File: src/rtl/ef_pwm_deadtime.sv
// ef_pwm_deadtime
// ---------------------------------------------------------------------------
// Complementary PWM driver with break-before-make dead-time insertion. The
// single-ended PWM stream from the timer is split into a high-side and a
// low-side gate drive. Rising and falling transitions each get their own
// programmable gap, and the two drives are never on together.
//
// Parameters:
//   DT_W        width of the dead-time counter and the dead-time inputs
//
// Ports:
//   clk_i       block clock, shared with the timer
//   rst_i       asynchronous, active-high reset
//   en          block enable; while low both drives are held low
//   pwm_in      PWM stream, already synchronous to clk_i
//   dt_rise     gap cycles inserted before pwm_h turns on
//   dt_fall     gap cycles inserted before pwm_l turns on
//   pwm_h       high-side drive (registered)
//   pwm_l       low-side drive (registered)
//   dt_active   high while a dead-time gap is running (registered)
//
// Optional fault shutdown, enabled by defining EF_PWM_DT_FAULT_EN:
//   fault_in    asynchronous fault level, 2-flop synchronized
//   fault_clr   single-cycle clear, honoured only once the fault has gone
//   fault_o     high while latched in the fault state (registered)
// ---------------------------------------------------------------------------

module ef_pwm_deadtime #(
    parameter int unsigned DT_W = 8
) (
    input  logic            clk_i,
    input  logic            rst_i,
    input  logic            en,
    input  logic            pwm_in,
    input  logic [DT_W-1:0] dt_rise,
    input  logic [DT_W-1:0] dt_fall,
`ifdef EF_PWM_DT_FAULT_EN
    input  logic            fault_in,
    input  logic            fault_clr,
    output logic            fault_o,
`endif
    output logic            pwm_h,
    output logic            pwm_l,
    output logic            dt_active
);

    // -----------------------------------------------------------------------
    // State encoding
    // -----------------------------------------------------------------------
`ifdef EF_PWM_DT_FAULT_EN
    typedef enum logic [2:0] {
        StIdle   = 3'd0,
        StLowOn  = 3'd1,
        StDtH    = 3'd2,
        StHighOn = 3'd3,
        StDtL    = 3'd4,
        StFault  = 3'd5
    } state_e;
`else
    typedef enum logic [2:0] {
        StIdle   = 3'd0,
        StLowOn  = 3'd1,
        StDtH    = 3'd2,
        StHighOn = 3'd3,
        StDtL    = 3'd4
    } state_e;
`endif

    state_e          state_q, state_d;
    logic [DT_W-1:0] cnt_q, cnt_d;
    logic            pwm_h_q, pwm_h_d;
    logic            pwm_l_q, pwm_l_d;
    logic            dt_active_q, dt_active_d;

    // Where a rising / falling request lands: straight into the on-state when
    // the dead time is zero, so the swap happens at a single edge.
    state_e          rise_target;
    state_e          fall_target;
    logic            dt_rise_zero;
    logic            dt_fall_zero;

    assign dt_rise_zero = (dt_rise == '0);
    assign dt_fall_zero = (dt_fall == '0);
    assign rise_target  = dt_rise_zero ? StHighOn : StDtH;
    assign fall_target  = dt_fall_zero ? StLowOn : StDtL;

    // Gap ends on the edge where the counter holds 1; the <= also covers a
    // counter that is somehow zero inside a gap so the FSM cannot stall.
    logic cnt_last;
    assign cnt_last = (cnt_q <= DT_W'(1));

    // -----------------------------------------------------------------------
    // Fault synchronizer (optional)
    // -----------------------------------------------------------------------
`ifdef EF_PWM_DT_FAULT_EN
    logic fault_meta_q, fault_meta_d;
    logic fault_sync_q, fault_sync_d;
    logic fault_o_q, fault_o_d;

    always_comb begin
        fault_meta_d = fault_in;
        fault_sync_d = fault_meta_q;
    end

    always_ff @(posedge clk_i or posedge rst_i) begin
        if (rst_i) begin
            fault_meta_q <= 1'b0;
            fault_sync_q <= 1'b0;
        end else begin
            fault_meta_q <= fault_meta_d;
            fault_sync_q <= fault_sync_d;
        end
    end
`endif

    // -----------------------------------------------------------------------
    // Next-state logic
    // -----------------------------------------------------------------------
    always_comb begin
        state_d = state_q;
        cnt_d   = cnt_q;

`ifdef EF_PWM_DT_FAULT_EN
        // Fault outranks enable and any PWM edge in the same cycle.
        if (fault_sync_q) begin
            state_d = StFault;
            cnt_d   = '0;
        end else if (state_q == StFault) begin
            if (fault_clr) begin
                state_d = StIdle;
            end
        end else
`endif
        if (!en) begin
            state_d = StIdle;
            cnt_d   = '0;
        end else begin
            case (state_q)
                StIdle: begin
                    if (pwm_in) begin
                        state_d = rise_target;
                        cnt_d   = dt_rise;
                    end else begin
                        state_d = fall_target;
                        cnt_d   = dt_fall;
                    end
                end

                StLowOn: begin
                    if (pwm_in) begin
                        state_d = rise_target;
                        cnt_d   = dt_rise;
                    end
                end

                StDtH: begin
                    // A pulse shorter than the gap is swallowed.
                    if (!pwm_in) begin
                        state_d = StLowOn;
                        cnt_d   = '0;
                    end else if (cnt_last) begin
                        state_d = StHighOn;
                        cnt_d   = '0;
                    end else begin
                        cnt_d = cnt_q - DT_W'(1);
                    end
                end

                StHighOn: begin
                    if (!pwm_in) begin
                        state_d = fall_target;
                        cnt_d   = dt_fall;
                    end
                end

                StDtL: begin
                    if (pwm_in) begin
                        state_d = StHighOn;
                        cnt_d   = '0;
                    end else if (cnt_last) begin
                        state_d = StLowOn;
                        cnt_d   = '0;
                    end else begin
                        cnt_d = cnt_q - DT_W'(1);
                    end
                end

                default: begin
                    state_d = StIdle;
                    cnt_d   = '0;
                end
            endcase
        end
    end

    // -----------------------------------------------------------------------
    // Output decode: registered from the next state so the drives change on
    // the same edge as the state and are glitch-free at the pins.
    // -----------------------------------------------------------------------
    always_comb begin
        pwm_h_d     = (state_d == StHighOn);
        pwm_l_d     = (state_d == StLowOn);
        dt_active_d = (state_d == StDtH) || (state_d == StDtL);
    end

`ifdef EF_PWM_DT_FAULT_EN
    always_comb begin
        fault_o_d = (state_d == StFault);
    end

    always_ff @(posedge clk_i or posedge rst_i) begin
        if (rst_i) begin
            fault_o_q <= 1'b0;
        end else begin
            fault_o_q <= fault_o_d;
        end
    end

    assign fault_o = fault_o_q;
`endif

    // -----------------------------------------------------------------------
    // State and output registers
    // -----------------------------------------------------------------------
    always_ff @(posedge clk_i or posedge rst_i) begin
        if (rst_i) begin
            state_q     <= StIdle;
            cnt_q       <= '0;
            pwm_h_q     <= 1'b0;
            pwm_l_q     <= 1'b0;
            dt_active_q <= 1'b0;
        end else begin
            state_q     <= state_d;
            cnt_q       <= cnt_d;
            pwm_h_q     <= pwm_h_d;
            pwm_l_q     <= pwm_l_d;
            dt_active_q <= dt_active_d;
        end
    end

    assign pwm_h     = pwm_h_q;
    assign pwm_l     = pwm_l_q;
    assign dt_active = dt_active_q;

endmodule
File: config.mk
export PLATFORM = sky130hd
export DESIGN_NAME = ef_pwm_deadtime
export DESIGN_NICKNAME = d
export VERILOG_FILES = /design/src/rtl/ef_pwm_deadtime.sv
export SDC_FILE = /design/constraint.sdc
export NUM_CORES = 1
export LEC_CHECK = 0
export BUFFER_PORTS_ARGS = -buffer_cell sky130_fd_sc_hd__buf_4
export CAP_MARGIN = 10
export CORE_AREA = 2 2 50 52
export DETAILED_ROUTE_END_ITERATION = 6
export DIE_AREA = 0 0 52 54
export GPL_TIMING_DRIVEN = 0
export PLACE_DENSITY = 0.75
export SETUP_SLACK_MARGIN = 0.1
export SYNTH_ARGS = -nofsm -noshare
export SYNTH_HDL_FRONTEND = slang
export SYNTH_SLANG_ARGS = --single-unit
File: constraint.sdc
create_clock -name clk_i -period 1.9 [get_ports clk_i]
set_input_delay 0.38 -clock clk_i [delete_from_list [all_inputs] [get_ports clk_i]]
set_output_delay 0.38 -clock clk_i [all_outputs]
set_load 0.03 [all_outputs]
# --- Word-level counts from Yosys, hierarchy flattened ---
# Cells that the tools add are included.
# Widths: inputs -> output; s select.
op_classes:
  addsub: 1
  magnitude_cmp: 1
  eq_ne: 10
  muxes: 19
  reduce_logical: 5
ops:
  columns: ["cell", "n"]
  rows:
  - ["$mux 8", 7]
  - ["$pmux 8 s5", 1]
  - ["$mux 3", 9]
  - ["$logic_not 8->1", 2]
  - ["$pmux 3 s5", 1]
  - ["$eq 3x2->1 const B", 4]
  - ["$le 8x1->1 const B", 1]
  - ["$sub 8x1->8 const B", 1]
  - ["$eq 3x1->1 const B", 2]
  - ["$eq 3x3->1 const B", 2]
  - ["$ne 3x3->1 const B", 2]
  - ["$logic_not 3->1", 1]
  - ["$reduce_and 2->1", 1]
  - ["$logic_or 1x1->1", 1]
  - ["$mux 1", 1]
totals:
  reg_bits: 14
  out_inout_bits: 3
  word_cells: 41

# --- Depth between registers and ports, before layout ---
# Gate-level depths: netlist of the first run.
logic_depth:
  ltp_word: 7
  ltp_mapped: 7
  ltp_nobuf: 6

# --- Least setup slack after synthesis of the first run ---
# No wires, ideal clock.
synth_path:
  kind: "register -> register"
  start: "register cnt_q[4]"
  end: "register cnt_q[2]"
  setup_ns: 0.128
  arrival_ns: 1.434
  required_ns: 1.772
  path_slack_ns: 0.337
  path_stages_with_launch: 7
  path_buffers: 1
  path_cell_list: "dfrtp_1 > nor4_4 > o211ai_2 > and2_4 > buf_6 > a31oi_1 > o22ai_1"
synth_between:
  elab_chain_len: 5
  word_cells_on_any_way: 6
synth_lines:
  columns: ["item", "line_no", "source"]
  rows:
  - ["start, declared", "70", "logic [DT_W-1:0] cnt_q, cnt_d;"]
  - ["start signal, assigned", "234", "cnt_q <= cnt_d;"]
  - ["$le 8x1->1 *", "90", "assign cnt_last = (cnt_q <= DT_W'(1));"]
  - ["$mux 8 *", "161, 180", null]
  - ["$mux 8, on equally long branches", "177, 158", null]
  - ["$pmux 8 s5 *", "138", "case (state_q)"]
  - ["$mux 8 *", "134", "if (!en) begin"]
# Every way passes the cells marked *; elsewhere a longest branch is shown, timed or not.
# A chain may end at the register's enable or synchronous reset.

# --- Worst setup path after layout of the first run ---
layout_path:
  start: "register cnt_q[4]"
  end: "register dt_active_q, in the netlist dt_active"
layout_between:
  elab_chain_len: 7
  word_cells_on_any_way: 10
layout_lines:
  columns: ["item", "line_no", "source"]
  rows:
  - ["$le 8x1->1 *", "90", null]
  - ["$mux 3, on equally long branches", "180, 161", null]
  - ["$mux 3, on equally long branches", "177, 158", null]
  - ["$pmux 3 s5 *", "138", null]
  - ["$mux 3 *", "134", null]
  - ["$eq 3x2->1 or $eq 3x3->1 (tied branches)", "203", "dt_active_d = (state_d == StDtH) || (state_d == StDtL);"]
  - ["$logic_or 1x1->1 *", "203", null]
  - ["named net dt_active_d", "73", "logic dt_active_q, dt_active_d;"]
  - ["end signal, assigned", "237", "dt_active_q <= dt_active_d;"]
  - ["end, declared", "73", null]
# Mark *: on every way through the listed nets, which the timed path passes. The rest lies on a longest branch.

==> summary.md, run 1 <==
| Metric | Value |
|---|---|
| Number of global-route vias before repair | `between 1000 and 1500` |
| Worst vdd ir | `0.447 mV` |
| Sum of net half-perimeters after detailed placement | `2.21 mm` |
| Maximum number of buffers from clock root to sink | `2` |
| Setup TNS after final layout | `0 ns` |
| Fraction of the mapped netlist area in compound gates | `30.9%` |
| Register area share after synthesis | `about 30%` |
| Number of DRC violations after detailed-routing iteration 0 | `20` |
| Worst Setup Path Type | `flip-flop to flip-flop` |
| Multiplexer fraction of the synthesized cell area | `under 10%` |
| Total GRT Usage | `23.6%` |
| Cell count after synthesis | `between 100 and 150` |
| Transition time at the pin with the least slew margin | `0.717 ns` |
| Die width | `roughly 52 um` |
| DIE HEIGHT | `~54 um` |
| Largest area contributor in the synthesized netlist | `sky130_fd_sc_hd__dfrtp_1` |
| CTS H-tree depth | `1` |
| Placement Rows | `18` |
| Netlist Area Pre-Place | `between 1000 and 1500 um2` |
| Count of TritonRoute iterations in the first routing pass | `4` |
| Global-route wire length before repair | `4.96 mm` |
| Max Clock Skew | `0.00415 ns` |
| Fraction of layout instances using a drive strength above 1 | `approximately 28%` |
| Number of top-level pins | `23` |
| Number of antenna violations at the first check in global routing | `0` |
| Worst-path clk slew | `~0.08 ns` |
| Post-Route WL | `2.98 mm` |
| Placed Instances | `186` |
| Post-placement setup slack | `~0.12 ns` |
| Data required time of the worst path | `around 2.1 ns` |
| Number of enable flip-flop cells after synthesis | `0` |
| Slowest Stage Delay on Critical Path | `roughly 0.47 ns` |
| Area growth syn-to-layout | `22.7%` |
| Number of buffers added to fix hold violations after cts | `0` |
| Wire length per cell | `around 16 um` |
| Cell family with most CP delay | `compound AO/OA/AOI/OAI gates` |
| Number of diodes added for antenna fixing | `0` |
| Max Freq | `approximately 0.57 GHz` |
| Worst-path maximum fanout | `7` |
| Residual overflow from global routing | `0` |
| Count of final setup violators | `0` |
| Worst relative slew slack | `about 52%` |
| CTS tree | `built` |
| Pin count of the biggest net entering global routing | `15` |
| Distinct cells, synth | `40` |
| Type of the most critical hold path | `input pin to async pin` |
| Average cell area after synthesis | `8.67 um2` |
| Total design power | `about 1.1 mW` |
| RSZ-0062 raised after global routing | `yes` |
| Number of input and output port buffers inserted | `22` |
| Hold violation count in the final report | `0` |
| Total Die Area | `~2800 um2` |
| Dominant combinational cell family by area after synthesis | `compound AO/OA/AOI/OAI gates` |
| Core box area | `around 2300 um2` |
| Total number of vias | `1191` |
| Cts bufs inserted | `3` |
| RD Place Congestion | `around 0.87` |
| Async set-reset flop share out of synthesis | `100%` |
| FF+latch count, synth | `14` |
| Crit start category | `flip-flop` |
| CTS root buf | `sky130_fd_sc_hd__clkbuf_4` |
| Number of nets with antenna violations after routing | `0` |
| Share of the cycle needed by the critical path after routing | `92.1%` |
| Number of warning messages in the yosys log | `0` |
| Leading cell types by count after synthesis | `14 x sky130_fd_sc_hd__dfrtp_1, 11 x sky130_fd_sc_hd__o22ai_1, 8 x sky130_fd_sc_hd__a22oi_1, 8 x sky130_fd_sc_hd__mux2i_1, 8 x sky130_fd_sc_hd__nor2_1` |
| List of cells traversed by the critical path | `nor4_4 > o211ai_4 > buf_4 > nand3_1 > o21ai_0 > o2111a_1` |
| Leading post-synthesis cells by cell area | `sky130_fd_sc_hd__dfrtp_1 30%, sky130_fd_sc_hd__mux2i_1 6.9%, sky130_fd_sc_hd__o22ai_1 5.9%, sky130_fd_sc_hd__a22oi_1 5.2%, sky130_fd_sc_hd__o2bb2ai_1 3.8%` |
| Sink Count | `14` |
| Worst-path cell with the longest stage delay | `sky130_fd_sc_hd__dfrtp_2` |
| Main synth FF type | `sky130_fd_sc_hd__dfrtp_1` |
| Leading cell type by number of instances after synthesis | `sky130_fd_sc_hd__dfrtp_1` |
| Number of nets at the end of the flow | `between 150 and 200` |
| Clock latency on the worst-skew pair | `approximately 0.29 ns` |
| Max-slew violations | `0` |
| Max_cap viols | `0` |
| Crit path time final | `between 1.5 and 2 ns` |
| Layout Cell Area excl Fill | `about 1400 um2` |
| Post-synthesis share of cell area spent on and, or, nand and nor gates | `around a fifth` |
| Final standard cell count with taps included and fillers excluded | `~190` |
| Number of buffer and inverter stages on the critical path | `1` |
| Arrival time of data at the critical path endpoint | `1.92 ns` |
| Parity-gate share of the synthesized area counting xor and xnor cells | `between 3 and 4%` |
| Drc violations | `0` |
| Lkg Pwr | `0.594 nW` |
| Pwr per Cell Area | `about 740 nW/um2` |
| Sort of element at the end of the critical path | `flip-flop` |
| Syn_nets | `between 150 and 200` |
| Initial core utilization | `50.1%` |
| Fraction of the mapped netlist area in adder cells | `under 10%` |
| Detail-routed via count per cell | `a little over 6` |
| Result of the run | `complete, no violations` |
| Area fraction of the dominant cell type after synthesis | `30.2%` |
| Area after DPL | `between 1000 and 1500 um2` |
| Final critical-path setup slack | `approximately 0.15 ns` |
[cells in the final DEF (no fill, tap or decap), types with 4 or more instances in the layout]
| master | synthesis | layout |
|---|---|---|
| sky130_fd_sc_hd__a21oi_1 | 7 | 7 |
| sky130_fd_sc_hd__a22oi_1 | 8 | 8 |
| sky130_fd_sc_hd__buf_2 | 6 | 6 |
| sky130_fd_sc_hd__buf_4 | 0 | 25 |
| sky130_fd_sc_hd__dfrtp_1 | 14 | 13 |
| sky130_fd_sc_hd__inv_1 | 6 | 6 |
| sky130_fd_sc_hd__mux2i_1 | 8 | 8 |
| sky130_fd_sc_hd__nand2_1 | 6 | 6 |
| sky130_fd_sc_hd__nor2_1 | 8 | 8 |
| sky130_fd_sc_hd__nor3_1 | 4 | 4 |
| sky130_fd_sc_hd__nor4_1 | 6 | 6 |
| sky130_fd_sc_hd__o21ai_0 | 4 | 4 |
| sky130_fd_sc_hd__o22ai_1 | 11 | 11 |
| sky130_fd_sc_hd__o2bb2ai_1 | 5 | 5 |
| sky130_fd_sc_hd__o31ai_1 | 4 | 4 |
[worst register-to-register path, stage by stage, from the launching register on]
cell,delay [ns]
sky130_fd_sc_hd__dfrtp_2,0.47
sky130_fd_sc_hd__nor4_4,0.36
sky130_fd_sc_hd__o211ai_4,0.16
sky130_fd_sc_hd__buf_4,0.16
sky130_fd_sc_hd__nand3_1,0.06
sky130_fd_sc_hd__o21ai_0,0.13
sky130_fd_sc_hd__o2111a_1,0.28
[cell families after synthesis]
group / after synthesis
buffers and inverters: 16
adders and majority gates: 2
and+or+nand+nor: 39
xor gates and xnor gates: 4
DFF: 14
AOI/OAI and AO/OA: 51
muxes: 8
[per-stage QoR]
| stage | util [%] | hold slack, ns |
|---|---|---|
| after global placement | 58.8 | 0.452 |
| after global routing | 61.4 | 0.171 |
| final | 61.4 | 0.132 |
| after detailed placement | 58.8 | 0.458 |
| after floorplan | - | 0.269 |
| after CTS | 59.8 | 0.155 |
[state kept, by name, summed over array words and instances (netlist names)]
register / cells
dt_active: 1
pwm_h: 1
cnt_q: 8
state_q: 3
pwm_l: 1
[final timing paths]
path                             end  slack, ns      from  cells past startpoint
setup / recovery           dt_active       0.15  cnt_q[4]                      6
hold / removal              cnt_q[7]       0.13     rst_i                      2
setup reg to reg           dt_active       0.15  cnt_q[4]                      6
hold reg to reg             cnt_q[3]       0.56  cnt_q[3]                      1
max in group asynchronous   cnt_q[4]       1.37     rst_i                      2
min in group clk_i         dt_active       0.40        en                      2
[what timing repair did]
action | 4_1_cts | 5_1_grt
pin swaps | 1 | 4
setup buffers | 0 | 3
gates resized for setup | 0 | 4
setup endpoints to repair | 1 | 11
cloned | 0 | 0
[cell type report]
type	count	area (um2)
fillers	187	895
multi-input cells	104	743
flip-flops and latches	14	352
repair buffers	25	188
plain buffers	10	60.1
well taps	30	37.5
clock buffers	3	22.5
inverters	6	22.5
[metal layers]
metal	vias to the layer above	global-route usage (%)	part of all wire [%]
met2	41	38.4	51
li1	578	-	-
met5	-	0	0
met1	567	33.0	44
met4	0	9.65	1.3
met3	5	0.833	3.8
[power by group]
| group | internal [mW] | switching, mW | leakage, nW | total, mW |
|---|---|---|---|---|
| Combinational | 0.223 | 0.284 | 0.395 | 0.507 |
| Sequential | 0.337 | 0.0398 | 0.185 | 0.377 |
| Clock | 0.0738 | 0.100 | 0.0138 | 0.174 |
| Total | 0.634 | 0.424 | 0.594 | 1.06 |
Note: power is estimated with default switching activity, not from simulation.
==> inputs of run 2 (changes only) <==
ABC_AREA = 1   (was unset)
CORE_AREA = 2 2 49 51   (was 2 2 50 52)
DIE_AREA = 0 0 51 53   (was 0 0 52 54)
==> run 2 against run 1 <==
Register-to-register slack improved by 0.16 ns. Non-clock buffer count fell by 13. Hold slack got worse by 0.0045 ns. Routed wire length fell by 20%. Sequential power fell by 5%. Combinational power fell by 24%. Synthesized cell count rose by 27%. Die area fell by 3.7%. Largest cell class unchanged. Largest power group unchanged.
==> summary.md, run 2 <==
| Metric | Value |
|---|---|
| Maximum number of buffers from clock root to sink | `2` |
| Fraction of layout instances using a drive strength above 1 | `roughly 22%` |
| Clock latency on the worst-skew pair | `about 0.27 ns` |
| Distinct cells, synth | `25` |
| Cts bufs inserted | `3` |
| Die width | `slightly above 50 um` |
| RD Place Congestion | `approximately 0.83` |
| Reg with most FFs | `cnt_q` |
| Area growth syn-to-layout | `21.0%` |
| Number of warning messages in the yosys log | `0` |
| Number of antenna violations at the first check in global routing | `0` |
| Leading cell types by count after synthesis | `71 x sky130_fd_sc_hd__nand2_1, 21 x sky130_fd_sc_hd__nor2_1, 18 x sky130_fd_sc_hd__inv_1, 14 x sky130_fd_sc_hd__dfrtp_1, 8 x sky130_fd_sc_hd__nand3_1` |
| Max_cap viols | `0` |
| Largest area contributor in the synthesized netlist | `sky130_fd_sc_hd__dfrtp_1` |
| RSZ-0062 raised after global routing | `no` |
| Worst-path clk slew | `0.08 ns` |
| Fraction of power consumed by sequential logic | `37.8%` |
| Largest register FFs | `8` |
| Max Freq | `around 0.63 GHz` |
| Max-slew violations | `0` |
| Leading cell type by number of instances after synthesis | `sky130_fd_sc_hd__nand2_1` |
| Lkg Pwr | `approximately 0.75 nW` |
| Arrival time of data at the critical path endpoint | `approximately 1.8 ns` |
| Number of nets at the end of the flow | `~220` |
| CTS H-tree depth | `1` |
| Number of diodes added for antenna fixing | `0` |
| Number of enable flip-flop cells after synthesis | `0` |
| Average cell area after synthesis | `roughly 6.5 um2` |
| Setup TNS after final layout | `0 ns` |
| Number of buffers added to fix hold violations after cts | `0` |
| Cell count after synthesis | `170` |
| Worst-path maximum fanout | `5` |
| CTS root buf | `sky130_fd_sc_hd__clkbuf_4` |
| Cell-internal power | `slightly below 600 uW` |
| Leading post-synthesis cells by cell area | `sky130_fd_sc_hd__dfrtp_1 32%, sky130_fd_sc_hd__nand2_1 24%, sky130_fd_sc_hd__nor2_1 7.1%, sky130_fd_sc_hd__inv_1 6.1%, sky130_fd_sc_hd__xor2_1 4.0%` |
| Share of the cycle needed by the critical path after routing | `83.5%` |
| Total GRT Usage | `20.3%` |
| Worst-path cell with the longest stage delay | `sky130_fd_sc_hd__dfrtp_1` |
| DIE HEIGHT | `between 50 and 60 um` |
| Initial core utilization | `between 50% and 60%` |
| Launching point of the worst reg2reg path | `cnt_q[0]` |
| Crit start category | `flip-flop` |
| Top Registers | `cnt_q: 8 flops, state_q: 3 flops` |
| Smallest hold slack | `around 0.13 ns` |
| Count of fill cells added during filler insertion | `approximately 200` |
| Max Clock Skew | `0.00531 ns` |
| Count of final setup violators | `0` |
| Most frequent cells in the layout | `70 x sky130_fd_sc_hd__nand2_1, 21 x sky130_fd_sc_hd__nor2_1, 21 x sky130_fd_sc_hd__buf_4` |
| Detail-routed via count per cell | `around 4.7` |
| Crit path top cell by count | `sky130_fd_sc_hd__nor2_1` |
| Logic gate share of total power | `about two fifths` |
| Depth of the most critical reg-to-reg path | `10` |
| Data required time of the worst path | `about 2.1 ns` |
| Most common library cell in the layout ignoring fill and taps | `sky130_fd_sc_hd__nand2_1` |
| Sink Count | `14` |
| P_sw | `roughly 360 uW` |
| Placement Rows | `17` |
| Clock power share | `a little over a fifth` |
| Number of nets with antenna violations after routing | `0` |
| Area fraction of the dominant cell type after synthesis | `between 30% and 40%` |
| Type of the most critical hold path | `input pin to async pin` |
| Worst vdd ir | `~0.57 mV` |
| Post-Route WL | `~2.4 mm` |
| Finished Core Util | `around 62%` |
| Sort of element at the end of the critical path | `flip-flop` |
| Share of total power consumed by net switching | `around 37%` |
| Main synth FF type | `sky130_fd_sc_hd__dfrtp_1` |
| Critical path depth | `10` |
| Residual overflow from global routing | `0` |
| Sum of net half-perimeters after detailed placement | `1.93 mm` |
| FF+latch count, synth | `14` |
| Number of buffer and inverter stages on the critical path | `1` |
| Number of top-level pins | `23` |
| Netlist Area Pre-Place | `between 1000 and 1500 um2` |
| List of cells traversed by the critical path | `inv_1 > ha_1 > nor2_1 > nor2_1 > nand2_2 > a21oi_1 > nor2_1 > nand3_2 > nand2_2 > nor2_1` |
| Pwr per Cell Area | `slightly above 700 nW/um2` |
| Slowest Stage Delay on Critical Path | `~0.41 ns` |
| Worst relative slew slack | `approximately two thirds` |
| Result of the run | `complete, no violations` |
| Number of DRC violations after detailed-routing iteration 0 | `23` |
| Start point of the critical path | `cnt_q[0]` |
| CTS tree | `built` |
| Hold violation count in the final report | `0` |
| Transition time at the pin with the least slew margin | `0.507 ns` |
| Global-route wire length before repair | `approximately 4 mm` |
| Number of input and output port buffers inserted | `21` |
| Cell family with most CP delay | `simple AND/OR/NAND/NOR gates` |
| Drc violations | `0` |
| Async set-reset flop share out of synthesis | `between 90% and 100%` |
| Register area share after synthesis | `between 30% and 40%` |
| Wire length per cell | `roughly 11 um` |
| Total Die Area | `between 2000 and 3000 um2` |
| Total number of vias | `roughly 1100` |
| Worst Setup Path Type | `flip-flop to flip-flop` |
| Count of TritonRoute iterations in the first routing pass | `4` |
| Core box area | `roughly 2100 um2` |
| Crit path time final | `1.59 ns` |
| Number of global-route vias before repair | `988` |
| Syn_nets | `between 150 and 200` |
| Pin count of the biggest net entering global routing | `15` |
-- run 2: cell count changes after synthesis, sizes merged, moves of 5 or more --
cell	before	now
nand2	6	74
nor2	8	24
o2bb2ai	5	0
nand3	3	11
inv	6	21
o22ai	11	0
buf	9	1
nor4	7	0
mux2i	8	0
a22oi	8	1
-- run 2: cell families (layout without fill, tap and decap cells) --
logic type,count (synthesis),count (layout),synth area share (%)
AND/OR/NAND/NOR,114,114,43.7
AO/OA/AOI/OAI,13,13,9.97
buffers and inverters,22,47,8.38
XOR/XNOR,5,5,3.96
flip-flops,14,14,31.7
adder cells (fa/ha/maj),2,2,2.26
-- run 2: timing repair --
action / CTS / global route
buffers inserted: 0 / 0
endpoints found under the setup margin: 0 / 5
gates resized for setup: 0 / 1
-- run 2: layout make-up --
| cell class | instances | area (um2) | area share (%) |
|---|---|---|---|
| plain buffers | 1 | 11.3 | 0.843 |
| clock buffers | 4 | 36.3 | 2.72 |
| inverters | 21 | 81.3 | 6.09 |
| multi-input cells | 134 | 664 | 49.7 |
| flip-flops and latches | 14 | 350 | 26.2 |
| well taps | 28 | 35.0 | 2.62 |
| repair buffers | 21 | 158 | 11.8 |
-- run 2: metrics by stage --
stage               instance area (um2)  instances  setup WS (ns)  power (mW)
finish                             1340        223          0.314       0.950
global route                       1340        223          0.122        1.03
CTS                                1330        223          0.253       0.954
detailed placement                 1300        219          0.270       0.743
global placement                   1300        219          0.342       0.733
floorplan                          1100        170          0.489       0.641
-- run 2: worst paths after layout --
path,end,slack (ns)
min,cnt_q[1],0.13
max reg2reg,pwm_l,0.31
max in group asynchronous,cnt_q[2],1.43
min reg2reg,cnt_q[1],0.49
max,pwm_l,0.31
min in group clk_i,dt_active,0.30
-- run 2: per-layer routing --
metal | share of wire, % | vias up | track usage (%) | routed length, um
met2 | 44 | 25 | 32.7 | 1050
met1 | 50 | 448 | 27.4 | 1190
met5 | 0 | - | 0 | 0
met4 | 0.71 | 0 | 10.8 | 17
met3 | 5.0 | 2 | 1.13 | 119
li1 | - | 577 | - | -
-- run 2: power by group through the flow --
| stage | Sequential [mW] | Combinational [mW] | Clock [mW] |
|---|---|---|---|
| 2_1_floorplan | 0.373 | 0.269 | 0 |
| 3_3_place_gp | 0.363 | 0.370 | 0 |
| 3_5_place_dp | 0.365 | 0.378 | 0 |
| 4_1_cts | 0.359 | 0.380 | 0.215 |
| 5_1_grt | 0.366 | 0.434 | 0.228 |
| 6_report | 0.360 | 0.383 | 0.208 |
==> inputs of run 3 (changes only) <==
CORE_AREA = 2 2 51 53   (was 2 2 49 51)
DIE_AREA = 0 0 53 55   (was 0 0 51 53)
PLACE_DENSITY = 0.73   (was 0.75)
clock period = 1.3 ns   (was 1.9 ns; I/O delays follow)
==> run 3 against run 2 <==
The run now ends with negative setup slack left. Count of clock-buffer cells in the layout is the same. Die area grew 7.8%. Cell count grew 3.6%. Setup slack lost 0.53 ns. Power grew 59%. Maximum frequency grew 4.9%. Non-clock buffer count grew 6. Hold slack lost 0.12 ns. Critical path depth grew 1. Register-to-register slack lost 0.53 ns. Clock skew grew 0.0012 ns. Via count grew 9.8%.
==> summary.md, run 3 (synthesis gave the netlist of run 2 again) <==
| Metric | Value |
|---|---|
| Result of the run | `complete, but fails checks` |
| Violations in the final reports | `negative setup slack` |
| Largest register FFs | `8` |
| Reg with most FFs | `cnt_q` |
| Number of DRC violations after detailed-routing iteration 0 | `12` |
| Number of antenna violations at the first check in global routing | `0` |
| Hold violation count in the final report | `0` |
| Most frequent cells in the layout | `68 x sky130_fd_sc_hd__nand2_1, 27 x sky130_fd_sc_hd__buf_4, 17 x sky130_fd_sc_hd__nor2_1` |
| Sort of element at the end of the critical path | `flip-flop` |
| RSZ-0062 raised after global routing | `yes` |
| Total number of vias | `1155` |
| Number of nets at the end of the flow | `~220` |
| Placement Rows | `18` |
| Type of the most critical hold path | `input pin to async pin` |
| Core box area | `roughly 2400 um2` |
| Post-Route WL | `about 2.7 mm` |
| Data required time of the worst path | `between 1 and 1.5 ns` |
| Area of the multi-input gates | `between 700 and 800 um2` |
| Total GRT Usage | `roughly a fifth` |
| Number of global-route vias before repair | `about 1100` |
| Share of the cycle needed by the critical path after routing | `116%` |
| Post-placement setup slack | `-0.245 ns` |
| Detail-routed via count per cell | `about 5` |
| Number of input and output port buffers inserted | `21` |
| Count of final setup violators | `14` |
| Worst Setup Path Type | `flip-flop to flip-flop` |
| Top Registers | `cnt_q: 8 flops, state_q: 3 flops` |
| Pwr per Cell Area | `around 1000 nW/um2` |
| Lkg Pwr | `between 0.7 and 0.8 nW` |
| Clock latency on the worst-skew pair | `~0.28 ns` |
| Residual overflow from global routing | `0` |
| DIE HEIGHT | `around 55 um` |
| Register Area | `around 350 um2` |
| Number of top-level pins | `23` |
| Fraction of layout instances using a drive strength above 1 | `about a third` |
| Area after DPL | `around 1300 um2` |
| Arrival time of data at the critical path endpoint | `around 1.7 ns` |
| Count of TritonRoute iterations in the first routing pass | `4` |
| Wire length per cell | `11.5 um` |
| CTS root buf | `sky130_fd_sc_hd__clkbuf_4` |
| CTS tree | `built` |
| Sum of net half-perimeters after detailed placement | `between 2 and 2.5 mm` |
| Area growth syn-to-layout | `30.7%` |
| Number of diodes added for antenna fixing | `0` |
| Initial core utilization | `a little under half` |
| Setup slack of the most critical reg-to-reg path | `-0.21 ns` |
| Layout Cell Area excl Fill | `roughly 1400 um2` |
| Cts bufs inserted | `3` |
| Max Freq | `~0.66 GHz` |
| Total Die Area | `slightly below 3000 um2` |
| RD Place Congestion | `between 0.8 and 0.9` |
| CTS H-tree depth | `1` |
| Crit path time final | `around 1.5 ns` |
| Transition time at the pin with the least slew margin | `a little over 0.5 ns` |
| Crit start category | `flip-flop` |
| Maximum number of buffers from clock root to sink | `2` |
| Sink Count | `14` |
| Worst-path clk slew | `roughly 0.090 ns` |
| Worst relative slew slack | `about two thirds` |
| Max_cap viols | `0` |
| Max-slew violations | `0` |
| Number of buffers added to fix hold violations after cts | `0` |
| Most common library cell in the layout ignoring fill and taps | `sky130_fd_sc_hd__nand2_1` |
| Global-route wire length before repair | `around 4.4 mm` |
| Pin count of the biggest net entering global routing | `15` |
| Worst-path maximum fanout | `5` |
| Die width | `~53 um` |
| Count of fill cells added during filler insertion | `between 200 and 250` |
| Number of nets with antenna violations after routing | `0` |
| Worst vdd ir | `roughly 1.1 mV` |
| Drc violations | `0` |
| Max Clock Skew | `0.00652 ns` |
| Final critical-path setup slack | `-0.212 ns` |
[run 3: cell count changes in the layout (fill, tap and decap cells not counted), sizes merged]
| cell | change |
|---|---|
| buf | +6 |
[run 3: path summary, 6_finish.rpt]
path,startpoint,endpoint,cells past startpoint
hold reg to reg,cnt_q[1],cnt_q[1],2
max in group asynchronous,rst_i,state_q[0],2
setup / recovery,cnt_q[0],cnt_q[4],11
hold / removal,rst_i,cnt_q[2],2
min in group clk_i,en,dt_active,2
setup reg to reg,cnt_q[0],cnt_q[4],11
[run 3: where the power goes]
| part | switching [mW] | internal, mW | total (mW) | leakage (nW) |
|---|---|---|---|---|
| Sequential | 0.0493 | 0.484 | 0.534 | 0.184 |
| Combinational | 0.393 | 0.273 | 0.667 | 0.577 |
| Clock | 0.136 | 0.170 | 0.306 | 0.0210 |
| Total | 0.578 | 0.928 | 1.51 | 0.782 |
[run 3: cell type report]
cell class	instances	area share, %
Sequential cell	14	24.4
Multi-Input combinational cell	134	50.0
Inverter	21	5.63
Clock buffer	4	2.51
Buffer	1	0.780
Tap cell	30	2.60
Timing Repair Buffer	27	14.0
[run 3: worst max-delay path, cell delays in order, from the launching register on]
cell and delay [ns]:
sky130_fd_sc_hd__dfrtp_1 0.43, sky130_fd_sc_hd__inv_2 0.10, sky130_fd_sc_hd__ha_4 0.16, sky130_fd_sc_hd__nor2_4 0.03, sky130_fd_sc_hd__nor2_2 0.12, sky130_fd_sc_hd__nand2_2 0.11, sky130_fd_sc_hd__nand2_2 0.13, sky130_fd_sc_hd__inv_2 0.08
sky130_fd_sc_hd__nand2_1 0.06, sky130_fd_sc_hd__nand3_1 0.06, sky130_fd_sc_hd__nand2_1 0.08, sky130_fd_sc_hd__nand2_1 0.05
[run 3: through the flow]
step	setup TNS [ns]	power, mW	hold slack (ns)	util, %	std cells
floorplan	-0.284	0.949	0.149	-	170
global placement	-2.01	1.09	0.313	55.4	221
detailed placement	-2.66	1.11	0.330	55.4	221
CTS	-1.64	1.46	0.0251	59.6	228
global route	-4.09	1.61	0.0517	61.1	231
finish	-2.35	1.51	0.0112	61.1	231
[run 3: what timing repair did]
action / in CTS / in global routing
setup buffers: 3 / 3
resized for setup: 14 / 5
setup endpoints to repair: 14 / 14
pin swaps: 3 / 5
[run 3: routing by layer]
layer	vias up	share of wire, %	track usage, %	wire length (um)
met5	-	0	0	0
met4	0	0.49	1.28	13
met3	6	2.3	6.18	60
met2	14	54	41.5	1430
met1	545	43	21.9	1160
li1	590	-	-	-
